==> src/rtl/core_pkg.sv <==
// Shared definitions for the pipeline hazard controller.
package core_pkg;

   // Controller state: normal issue, load-use stall, or waiting on the mul/div unit.
   typedef enum logic [1:0] {
      RUN      = 2'd0,
      LD_STALL = 2'd1,
      MDU_WAIT = 2'd2
   } state_t;

   // Architectural zero register; never the source of a hazard.
   localparam logic [4:0] REG_ZERO = 5'd0;

   // Initial value of the load-stall down counter.
   // The first stall cycle is spent in RUN, so LD_STALL covers the remaining
   // LOAD_LAT-1 cycles and the counter starts at LOAD_LAT-2.
   function automatic logic [1:0] ld_cnt_init(input int lat);
      if (lat > 1) begin
         return 2'(lat - 2);
      end
      return 2'd0;
   endfunction

endpackage

==> src/rtl/sat_counter.sv <==
// Saturating up-counter used for performance event counting.
module sat_counter #(
   parameter int W = 16
) (
   input  logic         clk,
   input  logic         rst_n,
   input  logic         inc,
   output logic [W-1:0] q
);

   logic [W-1:0] r_q;

   // Count events; hold at all-ones instead of wrapping.
   always_ff @(posedge clk) begin
      if (!rst_n) begin
         r_q <= '0;
      end else if (inc && (r_q != {W{1'b1}})) begin
         r_q <= r_q + W'(1);
      end
   end

   assign q = r_q;

endmodule

==> src/rtl/hazard_ctrl.sv <==
// Pipeline hazard controller for the 5-stage core: load-use stalls,
// EX-resolved redirects (predict-not-taken with flush) and mul/div waits.
// Control outputs are Mealy and reach the pipeline registers with no latency.
//
// Handshake: mdu_start is a one-cycle request issued in RUN when a mul/div
// first reaches EX; mdu_done is a one-cycle completion pulse from the unit,
// accepted only in MDU_WAIT and never on the same cycle as mdu_start.
module hazard_ctrl
   import core_pkg::*;
#(
   parameter int NRS      = 2,
   parameter int LOAD_LAT = 1,
   parameter int CNT_W    = 16
) (
   input  logic             clk,
   input  logic             rst_n,
   input  logic             id_valid,
   input  logic [NRS*5-1:0] id_rs_addr,
   input  logic [NRS-1:0]   id_rs_used,
   input  logic [4:0]       ex_rd_addr,
   input  logic             ex_reg_write,
   input  logic             ex_is_load,
   input  logic             ex_is_muldiv,
   input  logic             redirect,
   input  logic             mdu_done,
   output logic             pc_en,
   output logic             ifid_en,
   output logic             ifid_flush,
   output logic             idex_en,
   output logic             idex_flush,
   output logic             mdu_start,
   output logic [CNT_W-1:0] stall_cnt,
   output logic [CNT_W-1:0] flush_cnt,
   output state_t           o_dbg_state,
   output logic [1:0]       o_dbg_ld_cnt
);

   localparam logic [1:0] LD_INIT = ld_cnt_init(LOAD_LAT);

   state_t     r_state;
   logic [1:0] r_ld_cnt;

   // While reset is held, decode as RUN with every input inactive.
   state_t         w_state;
   logic           w_redirect;
   logic           w_muldiv;
   logic           w_done;
   logic           w_id_valid;
   logic [NRS-1:0] w_match;
   logic           w_luh;

   logic w_pc_en;
   logic w_ifid_en;
   logic w_ifid_flush;
   logic w_idex_en;
   logic w_idex_flush;
   logic w_mdu_start;
   logic w_flush_evt;

   assign w_state    = rst_n ? r_state : RUN;
   assign w_redirect = redirect & rst_n;
   assign w_muldiv   = ex_is_muldiv & rst_n;
   assign w_done     = mdu_done & rst_n;
   assign w_id_valid = id_valid & rst_n;

   // One comparator per ID source port; unused ports never match.
   for (genvar k = 0; k < NRS; k++) begin : g_match
      assign w_match[k] = id_rs_used[k] & (id_rs_addr[5*k +: 5] == ex_rd_addr);
   end

   assign w_luh = w_id_valid & ex_is_load & ex_reg_write &
                  (ex_rd_addr != REG_ZERO) & (|w_match);

   // Mealy decode of enables/flushes; priority redirect > mul/div > load-use.
   always_comb begin
      w_pc_en      = 1'b1;
      w_ifid_en    = 1'b1;
      w_ifid_flush = 1'b0;
      w_idex_en    = 1'b1;
      w_idex_flush = 1'b0;
      w_mdu_start  = 1'b0;
      w_flush_evt  = 1'b0;
      case (w_state)
         RUN: begin
            if (w_redirect) begin
               w_ifid_flush = 1'b1;
               w_idex_flush = 1'b1;
               w_flush_evt  = 1'b1;
            end else if (w_muldiv) begin
               w_pc_en     = 1'b0;
               w_ifid_en   = 1'b0;
               w_idex_en   = 1'b0;
               w_mdu_start = 1'b1;
            end else if (w_luh) begin
               w_pc_en      = 1'b0;
               w_ifid_en    = 1'b0;
               w_idex_flush = 1'b1;
            end
         end
         LD_STALL: begin
            // EX holds a bubble here; a redirect is unexpected but still honoured.
            if (w_redirect) begin
               w_ifid_flush = 1'b1;
               w_idex_flush = 1'b1;
               w_flush_evt  = 1'b1;
            end else begin
               w_pc_en      = 1'b0;
               w_ifid_en    = 1'b0;
               w_idex_flush = 1'b1;
            end
         end
         MDU_WAIT: begin
            // Freeze the front end; on done let the mul/div advance with a bubble behind it.
            w_pc_en      = 1'b0;
            w_ifid_en    = 1'b0;
            w_idex_en    = w_done;
            w_idex_flush = w_done;
         end
         default: begin
            w_pc_en = 1'b1;
         end
      endcase
   end

   // State and load-stall down counter.
   always_ff @(posedge clk) begin
      if (!rst_n) begin
         r_state  <= RUN;
         r_ld_cnt <= 2'd0;
      end else begin
         case (r_state)
            RUN: begin
               if (redirect) begin
                  r_state <= RUN;
               end else if (ex_is_muldiv) begin
                  r_state <= MDU_WAIT;
               end else if (w_luh && (LOAD_LAT > 1)) begin
                  r_state  <= LD_STALL;
                  r_ld_cnt <= LD_INIT;
               end
            end
            LD_STALL: begin
               if (redirect) begin
                  r_state  <= RUN;
                  r_ld_cnt <= 2'd0;
               end else if (r_ld_cnt == 2'd0) begin
                  r_state <= RUN;
               end else begin
                  r_ld_cnt <= r_ld_cnt - 2'd1;
               end
            end
            MDU_WAIT: begin
               if (mdu_done) begin
                  r_state <= RUN;
               end
            end
            default: begin
               r_state  <= RUN;
               r_ld_cnt <= 2'd0;
            end
         endcase
      end
   end

   sat_counter #(.W(CNT_W)) u_stall_cnt (
      .clk   (clk),
      .rst_n (rst_n),
      .inc   (~w_pc_en),
      .q     (stall_cnt)
   );

   sat_counter #(.W(CNT_W)) u_flush_cnt (
      .clk   (clk),
      .rst_n (rst_n),
      .inc   (w_flush_evt),
      .q     (flush_cnt)
   );

   assign pc_en        = w_pc_en;
   assign ifid_en      = w_ifid_en;
   assign ifid_flush   = w_ifid_flush;
   assign idex_en      = w_idex_en;
   assign idex_flush   = w_idex_flush;
   assign mdu_start    = w_mdu_start;
   assign o_dbg_state  = r_state;
   assign o_dbg_ld_cnt = r_ld_cnt;

endmodule

==> config.mk <==
export PLATFORM = sky130hd
export DESIGN_NAME = hazard_ctrl
export DESIGN_NICKNAME = d
export VERILOG_FILES = /design/src/rtl/core_pkg.sv /design/src/rtl/sat_counter.sv /design/src/rtl/hazard_ctrl.sv
export SDC_FILE = /design/constraint.sdc
export NUM_CORES = 1
export LEC_CHECK = 0
export BUFFER_PORTS_ARGS = -buffer_cell sky130_fd_sc_hd__buf_2
export CORE_MARGIN = 1.5
export CORE_UTILIZATION = 35
export DETAILED_ROUTE_END_ITERATION = 6
export GPL_TIMING_DRIVEN = 0
export SLEW_MARGIN = 5
export SYNTH_ARGS = -nofsm -noshare
export SYNTH_HDL_FRONTEND = slang
export SYNTH_SLANG_ARGS = --single-unit
==> constraint.sdc <==
create_clock -name clk -period 3.2 [get_ports clk]
set_input_delay 0.32 -clock clk [delete_from_list [all_inputs] [get_ports clk]]
set_output_delay 0.32 -clock clk [all_outputs]
set_load 0.02 [all_outputs]
# Word-level counts from Yosys, hierarchy flattened

Index checks and enable logic that the tools add are counted.
Widths: inputs -> output; s select.

Output and inout bits: 42
Word-level logic and storage cells: 68
Register bits after elaboration: 36
Input bits: 25

Add/subtract/negate cells: 3
Multiplexer cells: 26
Equality and inequality tests: 12
Bitwise operators: 12
Reductions and logical operators: 11

Operators by type and width:

| kind                  | number |
|---|---|
| $add 16x1->16 const B | 2 |
| $ne 16x16->1 const B  | 2 |
| $mux 2                | 8 |
| $mux 1                | 13 |
| $and 1x1->1           | 10 |
| $eq 5x5->1            | 2 |
| $ne 3x3->1 const B    | 3 |
| $logic_not 2->1       | 3 |
| $pmux 1 s3            | 2 |
| $pmux 2 s3            | 1 |
| $reduce_or 2->1       | 3 |
| $reduce_bool 5->1     | 1 |
| $eq 2x1->1 const B    | 2 |
| $eq 2x2->1 const B    | 2 |
| $pmux 2 s2            | 1 |
| $reduce_and 3->1      | 1 |
| $logic_and 1x1->1     | 2 |
| $ne 2x2->1 const B    | 1 |
| $not 1->1             | 2 |
| $pmux 1 s2            | 1 |
| $reduce_and 2->1      | 1 |
| $sub 2x1->2 const B   | 1 |

# Longest topological paths before layout

Gate-level depths: netlist of run 1.

Depth after elaboration: 11
Mapped depth: 9
Depth with buffers taken out: 7

# Cells and area by module

A second synthesis of run 1 with hierarchy kept.

Cells, all modules: 233
Area, all modules: 1966.9 µm²

Modules (own cells, without submodules):

| module      | cells an instance | sequential area each (µm²) | area an instance (µm²) | times used |
|---|---|---|---|---|
| sat_counter | 97                | 320.3                      | 837.1                  | 2 |
| hazard_ctrl | 39                | 20.0                       | 292.8                  | 1 |

# Least setup slack after synthesis of run 1

No wires, ideal clock.

Path kind: input to output
Start point: input ex_rd_addr[0]
End point: output pc_en
Path buffers: 1
Setup slack: 1.003 ns
Stages on the path: 5
Data required time: 2.880 ns
Arrival: 1.877 ns
Path through: or4_1 > o21ai_1 > nor2_1 > a21boi_0 > buf_4

Longest elaborated chain between the ends: 8
Elaborated cells between the ends (all ways): 12
Classes of those cells: 2 x eq/ne; 4 x mux; 4 x bitwise; 2 x reduce/logical

Ends and longest elaborated chain:

| what                    | line              | RTL |
|---|---|---|
| start, declared         | hazard_ctrl.sv:20 | `input logic [4:0] ex_rd_addr,` |
| $eq 5x5->1              | hazard_ctrl.sv:68 | `assign w_match[k] = id_rs_used[k] & (id_rs_addr[5*k +: 5] == ex_rd_addr);` |
| $and 1x1->1             | hazard_ctrl.sv:68 |  |
| $reduce_or 2->1         | hazard_ctrl.sv:72 | `(ex_rd_addr != REG_ZERO) & (\|w_match);` |
| $and 1x1->1 (*)         | hazard_ctrl.sv:72 |  |
| $mux 1 (*) (3 in a row) | --                |  |
| $pmux 1 s3 (*)          | --                |  |
| end, declared           | hazard_ctrl.sv:26 | `output logic pc_en,` |

Mark *: on every way between the ends. The rest lies on a longest branch, timed or not.

# Final worst setup path of run 1

Start point: register u_stall_cnt.r_q[0] (netlist: u_stall_cnt.q[0])
End point: register u_stall_cnt.r_q[9] (netlist: u_stall_cnt.q[9])

Longest elaborated chain between the ends: 2
Elaborated cells between the ends (all ways): 3
Classes of those cells: 1 x add/sub; 1 x eq/ne; 1 x reduce/logical

Ends and longest elaborated chain:

| what                                                                  | line              | RTL |
|---|---|---|
| start, declared                                                       | sat_counter.sv:11 | `logic [W-1:0] r_q;` |
| start signal, assigned                                                | sat_counter.sv:18 | `r_q <= r_q + W'(1);` |
| parallel branches: the longest is 2 deep, another holds $add 16x1->16 | --                |  |

Several ways; the timed one is not identified.
A chain may end at the register's enable or synchronous reset.

==> metrics.txt, run 1 <==
FP Rows 26; die width 75.6 um; Synth Instances 215; max-cap violation count 0; GRT met3 Usage 3.97%; Final min period 2110 ps; clk_lat worst skew 280 ps; largest area contributor in the netlist dfxtp_1; Unique masters post-synth 45; core area 5110 um^2; most frequent cells in the layout buf_2 (64), dfxtp_1 (33), nand2_1 (17); grt peak-use layer met2; post-cts resize count 0; CTS tree built; CP startpoint kind flop; Placer Congestion 0.783; fill cell count 535; Global Route met2 Usage 27.4%; outcome finished clean; Hold Vio Cnt, Final 0; Rel. slew slack 59.4%; Worst Skew 7.35 ps; share of layout cells above drive strength 1 27.9%; fmax 0.474 GHz; Die Y-Extent 75.6 um; Post-Route WL 4.48 mm; Async S/R FF share, synth 0%; total CTS buffers 5; Cell Area, Synth 1850 um^2; period utilisation layout 65.9%; Final TNS setup 0 ps; drt pass-1 iters 4; CTS max path bufs 2; PortBufs 63; number of inserted diodes 0; Setup crit end kind flop; Initial Util 36.2%; GR Layer Usage met1 19.6%; finished layout cell area 2340 um^2; htree depth 2; starting DRC count in detailed routing 34; Main synth FF type dfxtp_1; largest cells by area after synthesis dfxtp_1 (36%), xor2_1 (6.2%), o21ai_0 (3.8%), or3_1 (3.7%), nand2_1 (3.5%); total track usage 16.1%; commonest non-fill, non-tap cell in the layout buf_2; area grow syn2layout 26.9%; Vias 1781; Min Hold Slack 279 ps; Via density 4.99; pwr dens 357 nW/um^2; Final ANT Viol Nets 0; worst-path fanout max 10; Leak 0.00101 uW; I/O Pins 67; CP required 3410 ps; FF+latch count, synth 33; Post-synth EDFFs 0; number of global-route vias before repair 1517; pin count of the biggest net entering global routing 11; total gr overflow 0; clock root cell clkbuf_8; Reg clk slew, reported paths 70 ps; post-DP HPWL 3.38 mm; Peak VDD IR 0.205 mV; layout net count 314; kind of critical path flop to flop; synthesis warning total 0; first-pass GRT wire length 6.87 mm; placed cell area 2260 um^2; Post-Syn Area per Cell 8.59 um^2; endpoints failing setup 0; RSZ-0062 raised after global routing false; drt drc 0; CTS Hold Buffers Added 0; drt wl/cell 12.5 um; postcts setup bufs 0; initial antenna violation count 0; area share of the leading cell type in the synthesized netlist 35.8%; Worst EP arrival 2320 ps; Worst Hold Class primary input to flop; Sink Count 33; Max Slew Vio Count 0; worst slew pin tran 609 ps; sequential fraction of the synthesis area 35.8%; Die ar. 5720 um^2
## final timing paths
check                                 startpoint               end  slack (ps)  depth (start not counted)
worst max-delay path            u_stall_cnt.q[0]  u_stall_cnt.q[9]        1090                          9
worst min-delay path                    mdu_done    o_dbg_state[1]         280                          2
worst max register to register  u_stall_cnt.q[0]  u_stall_cnt.q[9]        1090                          9
worst min register to register  u_flush_cnt.q[4]  u_flush_cnt.q[4]         500                          1
## per-layer routing
layer / part of all wire, % / up-vias
met5: 0 / -
met4: 1.3 / 0
met1: 47 / 807
met3: 7.1 / 5
met2: 45 / 59
li1: - / 910
## critical path, cell delays in order (launching register included)
cell	delay, ps
dfxtp_1	350
ha_1	260
nand2_1	120
nor3_1	80
a221o_1	330
o21ba_1	170
buf_6	130
buf_6	140
nor4_4	260
mux2i_1	200
## state kept, by name, summed over array words and instances, names as in the netlist
| signal | count |
|---|---|
| u_flush_cnt.q | 16 |
| u_stall_cnt.q | 16 |
| o_dbg_state | 1 |
## final cells by class
cell class	instances	area, um^2	area share (%)
Inverter	6	22.5	0.961
Multi-Input combinational cell	165	1090	46.6
Timing Repair Buffer	63	315	13.5
Clock buffer	7	86.3	3.68
Sequential cell	33	661	28.2
Tap cell	70	87.6	3.74
Buffer	13	80.1	3.42
## where the power goes
part / switching, uW / leakage, uW / total (uW) / internal (uW)
logic: 54.6 / 0.000701 / 98.9 / 44.3
registers: 5.16 / 0.000266 / 420 / 415
clock network: 147 / 0.0000443 / 318 / 171
## kinds of logic (layout without fill, tap and decap cells)
group	after synthesis	count (layout)	synth area share, %
flip-flops	33	33	35.8
XOR/XNOR	19	19	9.01
buffers and inverters	19	89	5.56
AO/OA/AOI/OAI	45	45	16.3
AND/OR/NAND/NOR	90	90	28.5
adder cells (fa/ha/maj)	2	2	1.35
multiplexers	6	6	3.25
other	1	3	0.203
## cells in the mapped netlist, types with 2 or more instances
| library cell | instances |
|---|---|
| and2_1 | 8 |
| nor2_1 | 7 |
| dfxtp_1 | 33 |
| and3_1 | 6 |
| xnor2_1 | 6 |
| buf_4 | 4 |
| and4_1 | 3 |
| o31ai_1 | 5 |
| nor3_1 | 2 |
| xor2_1 | 13 |
| o211ai_1 | 4 |
| a21boi_1 | 7 |
| or3_1 | 11 |
| nand2_1 | 17 |
| nand2b_1 | 2 |
| a21boi_0 | 5 |
| nor2b_1 | 5 |
| clkbuf_1 | 5 |
| a31oi_1 | 3 |
| nand3_1 | 10 |
| nor4_1 | 2 |
| inv_1 | 6 |
| o21ai_0 | 14 |
| nand4_1 | 8 |
| mux2i_1 | 6 |
| ha_1 | 2 |
| buf_6 | 2 |
| nand3b_1 | 2 |
## per-stage QoR
step	worst slack (ps)	std cells	utilization [%]	total power (uW)
3_3_place_gp	1120	350	44.2	528
2_1_floorplan	1000	217	-	490
5_1_grt	880	357	45.9	872
6_report	1090	357	45.9	836
4_1_cts	1090	357	45.9	848
3_5_place_dp	1040	350	44.2	528
Note: power is estimated with default switching activity, not from simulation.
==> inputs of run 2 (changes only) <==
==> constraint.sdc (replaced) <==
create_clock -name clk -period 1.96 [get_ports clk]
set_input_delay 0.196 -clock clk [delete_from_list [all_inputs] [get_ports clk]]
set_output_delay 0.196 -clock clk [all_outputs]
set_load 0.02 [all_outputs]
==> metrics.txt, run 2 (same netlist as run 1, synthesis figures left out) <==
FP Rows 26; area grow syn2layout 31.3%; Slowest-stage cell, CP dfxtp_4; first-pass GRT wire length 6.82 mm; drt drc 0; drt wl/cell 12.7 um; CP required 2170 ps; worst-path fanout max 10; Slowest Stage Delay on Critical Path 360 ps; layout net count 314; kind of critical path flop to flop; Via density 5.01; finished layout cell area 2420 um^2; pwr dens 563 nW/um^2; total CTS buffers 5; CP startpoint kind flop; largest delay contributor family on the critical path simple AND/OR/NAND/NOR gates; hold path cells 2; RSZ-0062 raised after global routing true; Reg-to-Reg End u_stall_cnt.q[9]; Final ANT Viol Nets 0; CTS tree built; most frequent cells in the layout buf_2 (63), dfxtp_1 (26), nand2_1 (16); Post-Route WL 4.54 mm; Hold Vio Cnt, Final 0; Die ar. 5720 um^2; Setup crit end kind flop; fmax 0.523 GHz; Bufs and invs on worst path 2; total track usage 15.8%; worst setup margin 48.0 ps; Reg-to-Reg Start u_stall_cnt.q[6]; CTS Hold Buffers Added 0; Worst EP arrival 2120 ps; outcome finished clean; Worst Hold Class primary input to flop; max-cap violation count 0; reg-to-reg setup timing slack 50 ps; Worst Skew 3.65 ps; worst slack at placement -106 ps; htree depth 2; Vias 1788; fill cell count 533; I/O Pins 67; Min Hold Slack 169 ps; clock root cell clkbuf_8; share of layout cells above drive strength 1 33.1%; Peak VDD IR 0.379 mV; fin cells 357; commonest non-fill, non-tap cell in the layout buf_2; cell count after placement 350; Max Slew Vio Count 0; core area 5110 um^2; placed cell area 2270 um^2; PortBufs 63; Worst Hold Path EP o_dbg_state[1]; initial antenna violation count 0; Crit path top cell by count buf_6; die width 75.6 um; total gr overflow 0; period utilisation layout 97.6%; drt pass-1 iters 4; number of global-route vias before repair 1514; Reg clk slew, reported paths 70 ps; clk_lat worst skew 280 ps; Hold Path Origin mdu_done; final core utilization 47.5%; CTS max path bufs 2; number of inserted diodes 0; endpoints failing setup 0; starting DRC count in detailed routing 48; Final min period 1910 ps; critical-path cell list and4_4, and3_4, a221o_1, o21ba_1, buf_6, buf_6, nor4_4, mux2i_1; Leak 0.00105 uW; Die Y-Extent 75.6 um; post-DP HPWL 3.32 mm; pin count of the biggest net entering global routing 11; reg2reg path depth 8; Placer Congestion 0.800; Initial Util 36.2%; Sink Count 33; Crit path depth 8
## run 2: metal layers
metal	GRT usage, %	wire length, um	vias to the layer above
met2	25.9	2110	58
met4	6.55	48	0
li1	-	-	910
met5	0	0	-
met3	3.84	306	4
met1	19.9	2070	816
## run 2: how the worst max path moves through the flow
stage                            from  slack [ps]          endpoint
finish               u_stall_cnt.q[6]          50  u_stall_cnt.q[9]
global route         u_stall_cnt.q[6]         -30  u_stall_cnt.q[9]
CTS                  u_stall_cnt.q[2]          10  u_stall_cnt.q[7]
detailed placement   u_stall_cnt.q[0]        -110  u_stall_cnt.q[9]
global placement     u_stall_cnt.q[0]         -60  u_stall_cnt.q[9]
floorplan           u_stall_cnt.q[11]           3  u_stall_cnt.q[9]
## run 2: final cells by class
class / count / area (um^2) / share of cell area [%]
buffer: 12 / 82.6 / 3.41
clock buffer: 7 / 86.3 / 3.56
inverter: 6 / 22.5 / 0.929
multi-input combinational: 165 / 1150 / 47.4
sequential: 33 / 674 / 27.8
tap: 70 / 87.6 / 3.61
timing repair buffer: 64 / 323 / 13.3
## run 2: power breakdown
group / switching, uW / internal (uW)
Sequential: 10.4 / 675
Combinational: 90.5 / 75.5
Clock: 235 / 279
## run 2: worst reg2reg max path, stage by stage (launching register included)
cell	delay, ps
dfxtp_4	360
and4_4	200
and3_4	180
a221o_1	290
o21ba_1	180
buf_6	130
buf_6	150
nor4_4	160
mux2i_1	200
## run 2: timing repair
action,4_1_cts,5_1_grt
endpoints found under the setup margin,10,20
gates resized for setup,2,18
setup buffers,0,1
pin swaps,1,3
## run 2: through the flow
stage | total power, uW | setup TNS (ps)
floorplan | 801 | 0
global placement | 863 | -109
detailed placement | 864 | -228
CTS | 1380 | 0
global route | 1430 | -86.7
finish | 1370 | 0
